<file path="config.mk">
export PLATFORM = sky130hd
export DESIGN_NAME = uart_hex_formatter
export DESIGN_NICKNAME = d
export VERILOG_FILES = /design/src/rtl/uart_hex_formatter.sv
export SDC_FILE = /design/constraint.sdc
export NUM_CORES = 1
export LEC_CHECK = 0
export ABC_AREA = 1
export BUFFER_PORTS_ARGS = -buffer_cell sky130_fd_sc_hd__buf_4
export CORE_ASPECT_RATIO = 0.9
export CORE_MARGIN = 2
export CORE_UTILIZATION = 58
export DETAILED_ROUTE_END_ITERATION = 12
export HOLD_SLACK_MARGIN = 0.06
export PLACE_DENSITY = 0.82
export SLEW_MARGIN = 10
export SYNTH_ARGS = -nofsm -noshare
export SYNTH_HDL_FRONTEND = slang
export SYNTH_SLANG_ARGS = --single-unit
</file>
<file path="constraint.sdc">
create_clock -name clk_100MHz -period 3.8 [get_ports clk_100MHz]
set_input_delay 0.57 -clock clk_100MHz [delete_from_list [all_inputs] [get_ports clk_100MHz]]
set_output_delay 0.57 -clock clk_100MHz [all_outputs]
set_load 0.05 [all_outputs]
</file>
<file path="src/rtl/uart_hex_formatter.sv">
// Formats 32-bit words as ASCII hex lines for the FIFO-buffered UART transmitter.
// Define UART_HEX_PREFIX_EN to start every line with "0x".
module uart_hex_formatter #(
    parameter int NDIGITS   = 8,
    parameter bit UPPERCASE = 1'b1,
    parameter bit SEND_CRLF = 1'b1
) (
    input  logic        clk_100MHz,
    input  logic        reset,
    input  logic        word_valid,
    input  logic [31:0] word_data,
    output logic        word_ready,
    output logic        dat_en,
    output logic [7:0]  dat,
    input  logic        fifo_full,
    output logic        busy
);

    typedef enum logic [2:0] {IDLE, PFX0, PFX1, DIG, CR, LF} state_t;

    localparam logic [2:0] LAST_IDX = 3'(NDIGITS - 1);

    state_t      r_state;
    logic [31:0] r_word;
    logic [2:0]  r_idx;
    logic        r_dat_en;
    logic [7:0]  r_dat;

    logic [3:0]  w_nibble;
    logic [7:0]  w_digit;
    logic        w_emit;

    assign w_nibble = r_word[{r_idx, 2'b00} +: 4];
    assign w_digit  = (w_nibble < 4'd10) ? (8'h30 + {4'h0, w_nibble})
                    : ((UPPERCASE ? 8'h37 : 8'h57) + {4'h0, w_nibble});

    // Gating on the registered strobe keeps fifo_full off any combinational path to dat_en
    // and forces the one-idle-cycle spacing between bytes.
    assign w_emit = !r_dat_en && !fifo_full;

    assign word_ready = (r_state == IDLE);
    assign busy       = (r_state != IDLE);
    assign dat_en     = r_dat_en;
    assign dat        = r_dat;

    // NOTE: all state uses non-blocking assignments so every branch sees pre-edge values.
    always_ff @(posedge clk_100MHz) begin
        if (reset) begin
            r_state  <= IDLE;
            r_word   <= 32'h0;
            r_idx    <= 3'd0;
            r_dat_en <= 1'b0;
            r_dat    <= 8'h00;
        end else begin
            r_dat_en <= 1'b0;
            case (r_state)
                IDLE: begin
                    if (word_valid) begin
                        r_word <= word_data;
                        r_idx  <= LAST_IDX;
`ifdef UART_HEX_PREFIX_EN
                        r_state <= PFX0;
`else
                        r_state <= DIG;
`endif
                    end
                end
                PFX0: begin
                    if (w_emit) begin
                        r_dat_en <= 1'b1;
                        r_dat    <= 8'h30;
                        r_state  <= PFX1;
                    end
                end
                PFX1: begin
                    if (w_emit) begin
                        r_dat_en <= 1'b1;
                        r_dat    <= 8'h78;
                        r_state  <= DIG;
                    end
                end
                DIG: begin
                    if (w_emit) begin
                        r_dat_en <= 1'b1;
                        r_dat    <= w_digit;
                        if (r_idx == 3'd0) begin
                            if (SEND_CRLF) r_state <= CR;
                            else           r_state <= IDLE;
                        end else begin
                            r_idx <= r_idx - 3'd1;
                        end
                    end
                end
                CR: begin
                    if (w_emit) begin
                        r_dat_en <= 1'b1;
                        r_dat    <= 8'h0D;
                        r_state  <= LF;
                    end
                end
                LF: begin
                    if (w_emit) begin
                        r_dat_en <= 1'b1;
                        r_dat    <= 8'h0A;
                        r_state  <= IDLE;
                    end
                end
                default: r_state <= IDLE;
            endcase
        end
    end

endmodule

</file>
======== Word level (Yosys, flattened, before mapping) ========
Cells that the tools add are included.
word-level totals
  bits in registers ....................... 47
  input port bits ......................... 36
  output and inout bits ................... 11
operators by class
  add/subtract/negate cells ............... 3
  $lt $le $gt $ge ......................... 1
  equal/unequal tests ..................... 13
  shift operators ......................... 1
  muxes and demuxes ....................... 20
  bitwise logic cells ..................... 1
  reduce and logical (&&, ||, !) cells .... 14
operators by type and width
  cell                                                  count
  two-way mux 8 bit                                     5
  one-hot mux 8 bit (5 select lines)                    1
  indexed part select 32 x 6 -> 4 bit                   1
  two-way mux 3 bit                                     10
  one-hot mux 3 bit (6 select lines)                    1
  inequality test 2 bit (second input constant)         8
  adder 6 x 4 -> 7 bit (first input constant)           2
  two-way mux 7 bit                                     1
  AND reduction 7 bit                                   1
  equality test 3 x 2 -> 1 bit (second input constant)  2
  equality test 3 bit (second input constant)           2
  logical NOT 3 bit                                     2
  one-hot mux 3 bit (2 select lines)                    1
  AND reduction 6 bit                                   1
  nonzero test 5 bit                                    1
  OR reduction 5 bit                                    1
  < comparator 4 bit (second input constant)            1
  AND reduction 4 bit                                   1
  equality test 3 x 1 -> 1 bit (second input constant)  1
  nonzero test 3 bit                                    1
  subtractor 3 x 1 -> 3 bit (second input constant)     1
  logical NOT 1 bit                                     2
  AND reduction 2 bit                                   1
  nonzero test 2 bit                                    1
  other kinds (4)                                       4

======== Depth between registers and ports, before layout ========
  word-level depth ........................ 5
  depth in mapped cells ................... 15

======== Least setup slack after synthesis ========
No wires, ideal clock.
  kind .................................... flip-flop to flip-flop
  start point ............................. register r_state[2]
  end point ............................... register r_word[2]
  setup time .............................. 0.119 ns
  arrival ................................. 1.775 ns
  required time ........................... 3.681 ns
  setup slack ............................. 1.906 ns
  stages on the path, launching flop included .. 8
  path buffers ............................ 1
  period minus slack after synthesis ...... 1.894 ns
  path through ............................ dfxtp_1 -> nor2_2 -> nand2_1 -> inv_2 -> nand2_2 -> buf_2 -> o21ai_0 -> a21oi_1
on the way
  cells in the longest elaborated chain, start to end .. 2
ends and longest elaborated chain
  what                           line  RTL
  from (decl)                    23    state_t r_state;
  from (signal assigned)         49    r_state <= IDLE;
  from (signal assigned)         64    r_state <= DIG;
  from (signal assigned)         72    r_state <= PFX1;
  logical NOT 3 bit              n/a
  net word_ready                 12    output logic word_ready,
  AND reduction 2 bit (no line)  n/a
  to (signal assigned)           59    r_word <= word_data;
  to (decl)                      24    logic [31:0] r_word;
The timed path passes the listed nets, and every way through them passes these cells.
A chain may end at the register's enable or synchronous reset.

======== Final worst setup path ========
  start point ............................. register r_idx[0]
  end point ............................... register r_dat[1] (netlist: dat[1])
on the way
  cells in the longest elaborated chain, start to end .. 5
  elaborated cells on any way between the ends .. 7
  those cells by class .................... add/sub (2); order compare (1); shift (1); mux (3)
ends and longest elaborated chain
  what                                                line  RTL
  from (decl)                                         25    logic [2:0] r_idx;
  from (signal assigned)                              90    r_idx <= r_idx - 3'd1;
  indexed part select 32 x 6 -> 4 bit (*)             33    assign w_nibble = r_word[{r_idx, 2'b00} +: 4];
  adder 6 x 4 -> 7 bit, or another cell as far along  35    : ((UPPERCASE ? 8'h37 : 8'h57) + {4'h0, w_nibble});
  two-way mux 7 bit (*)                               34    assign w_digit = (w_nibble < 4'd10) ? (8'h30 + {4'h0, w_nibble})
  two-way mux 8 bit (*)                               83    if (w_emit) begin
  one-hot mux 8 bit (5 select lines) (*)              56    case (r_state)
  to (signal assigned)                                85    r_dat <= w_digit;
  to (decl)                                           27    logic [7:0] r_dat;
Every way passes the cells marked *; elsewhere a longest branch is shown, timed or not. The select of a mux whose other input is x is not followed.

==> results.cfg <==
[logic_synthesis]
yosysWarnings = 0
yosys.area.top_type_share_pct = 40.8
synthMuxAreaShare_pct = 0
yosys.cell_types.count = 33
yosysMostFrequentCell = dfxtp_1
synth_top_family_by_area = compound AO/OA/AOI/OAI gates
post_synth_inst_count = 310
synthSimpleGateAreaFrac_pct = 19.5
syn-mean-instance-area_um2 = 7.28
synth_ff_type = dfxtp_1
ys_top_cells_by_area = dfxtp_1 (41%), a21oi_1 (9.8%), o21ai_0 (7.8%)
synth_compound_area_share_pct = 24.8
syn_area_mm2 = 0.00226
synth_edf_count = 0
synth_fa_ha_area_share_pct = 1.66
yosysSeqAreaShare_pct = 40.8
ys_seq_elements = 46
ys_top_cells_by_count = dfxtp_1 (46), a21oi_1 (44), nand2_1 (44)
yosys.area.top_type = dfxtp_1
syn-num-nets = 349
synth_xor_area_share_pct = 0.388
synthArstFlopShare_pct = 0

[sta]
fin_tns_setup_ps = 0
setup_viol = 0
fin_worst_skew_ps = 5.60
slew_viol_final = 0
post-route-period-util_pct = 55.6
worst_pin_slew_ps = 882
relSlewSlack_pct = 41.0
rsz0062_at_grt = false
hold_viol = 0
period_needed_ps = 2110
fmax_mhz = 474

[power_and_ir_drop]
irDropWorstVdd_mv = 0.725
power_frac_clock_pct = 13.5
p_leak_uw = 0.00119
p_int_uw = 1180
powerDensity_mw_per_mm2 = 846
swShare_pct = 47.3
p_switching_uw = 1060
p_comb_share_pct = 52.6
seqPwrFrac_pct = 33.8

[route]
initialDrtViolationCount = 149
route.detailed.drc = 0
postRouteAntennaNets = 0
drtPass1Iterations = 4
drt-vias-per-instance = 5.29
wl_per_cell_um = 12.4
drt_wl_total_um = 4900
via_count = 2084

[grt]
antenna_found_initial = 0
grt_max_degree = 61
grt_busiest_layer = met2
first_global_vias = 1887
track_usage_pct = 24.1
use_met2_pct = 37.1
grt_overflow = 0
grt_pass1_wl_um = 8490
met1_usage_pct = 33.5
met3_usage_pct = 6.08

[critical_path]
r2r_cells = 13
path_cells = inv_6, a21oi_1, o21ai_1, nand2_1, inv_1, o21ai_2, inv_1, ha_1, nand3_1, nand3_1, nand2_1, nand2_1, a21oi_1
timing.rr.start = r_idx[0]
cp_slowest_cell = dfxtp_1
max_stage_delay_ps = 740
rrSetupSlack_ps = 1690
worstSetupPathType = register to register
r2r_end = dat[1]
crit_path_end_kind = register
crit_top_cell = nand2_1
startpoint_type = register
arrival_ps = 2350
crit_fanout = 19
required_ps = 4030

[clocking]
root_buffer = clkbuf_8
h-tree-depth = 2
cts_resized = 0
insertion_delay_ps = 300
cts_sinks = 46
cts-hold-fix-buffers = 0
cts_buffer_depth = 2
post_cts_buffers = 0
numCtsBuffers = 5
clk_pin_slew_worst_paths_ps = 80
cts_tree = done

[min_path]
hold_path.class = register to register
min_from = r_word[1]
holdPathEnd = r_word[1]
hold_depth = 2

[cells_and_area]
seq_area_um2 = 921
nets = 386
fin_util_pct = 71.2
layout-drive-gt1-share_pct = 24.4
n_antenna_cell = 0
syn_to_final_growth_pct = 17.7
multi_input_area_mm2 = 0.00105
stdcell_count = 394
n_fill_cell = 329

[floorplan]
dieArea_mm2 = 0.00441
core_area_mm2 = 0.00373
fp.dieW_um = 69.7
die_h_um = 63.2
rows = 21
pin_count = 47
start_util_pct = 60.5

[run_status]
status = finished clean

[place]
portBuffers = 45
hpwlAfterDp_um = 3440
gp_congestion = 0.886
dp_cells = 386

[run]
maxCapViolCount = 0
[kinds of logic after synthesis]
group / Yosys count
and+or+nand+nor: 93
adders and majority gates: 3
AOI/OAI and AO/OA: 101
buffers and inverters: 65
other: 1
DFF: 46
xor gates and xnor gates: 1
[power by group through the flow]
stage / clock network (µW) / logic, µW / registers (µW)
after floorplan: 0 / 872 / 838
after global placement: 0 / 1150 / 760
after detailed placement: 0 / 1170 / 768
after CTS: 308 / 1190 / 758
after global routing: 331 / 1330 / 779
final: 304 / 1180 / 760
[cell type report]
cell class / instances / share of cell area, %
Inverter: 50 / 7.45
Clock buffer: 7 / 3.25
Timing Repair Buffer: 45 / 12.7
Sequential cell: 46 / 34.7
Tap cell: 46 / 2.17
Multi-Input combinational cell: 199 / 39.5
Clock inverter: 1 / 0.189
[metal layers]
layer,part of all wire (%),wire [µm]
met3,5.4,267
met2,45,2200
met4,0.57,28
met5,0,0
met1,49,2400
[critical path, delay by kind of cell, from the launching register on]
family	cells	cell delay [ps]
flops	1	740
compound gates	4	460
simple gates	5	300
buf+inv	3	280
fa+ha+maj	1	270
[placed cells by master (no fill, tap or decap), types with 2 or more instances in the layout]
cell      instances
dfxtp_1          46
a21oi_1          44
nor2_1            6
o21ai_0          35
a221oi_1          2
o21ai_2           2
o21ai_1           9
inv_4             2
clkbuf_8          6
inv_1            37
ha_1              3
a31oi_1           3
inv_2            10
nor2_2            3
buf_4            45
nand2_1          44
a21oi_2           2
nand2_2           7
nand3_1          28
[sequential cells by signal (all words and copies together), names as in the netlist]
name     count
r_word      32
dat          7
r_state      3
r_idx        3
dat_en       1
[worst max-delay path by stage]
stage,from,endpoint,slack (ps),cells past startpoint
6_report,r_idx[0],dat[1],1690,13
5_1_grt,r_state[2],r_word[20],1450,6
4_1_cts,r_idx[0],dat[1],1700,13
3_5_place_dp,r_idx[0],dat[1],1720,13
3_3_place_gp,r_idx[0],dat[1],1810,13
2_1_floorplan,r_state[2],r_word[2],1910,7
[through the flow]
stage                     instance area (µm²)  hold slack, ps  power, µW  setup slack [ps]
after global placement                   2560             447       1910              1810
after CTS                                2660             461       2250              1700
after detailed placement                 2560             449       1940              1720
after global routing                     2660             485       2440              1450
final                                    2660             461       2250              1690
after floorplan                          2260             429       1710              1910
Power figures use the tool's default switching activity.
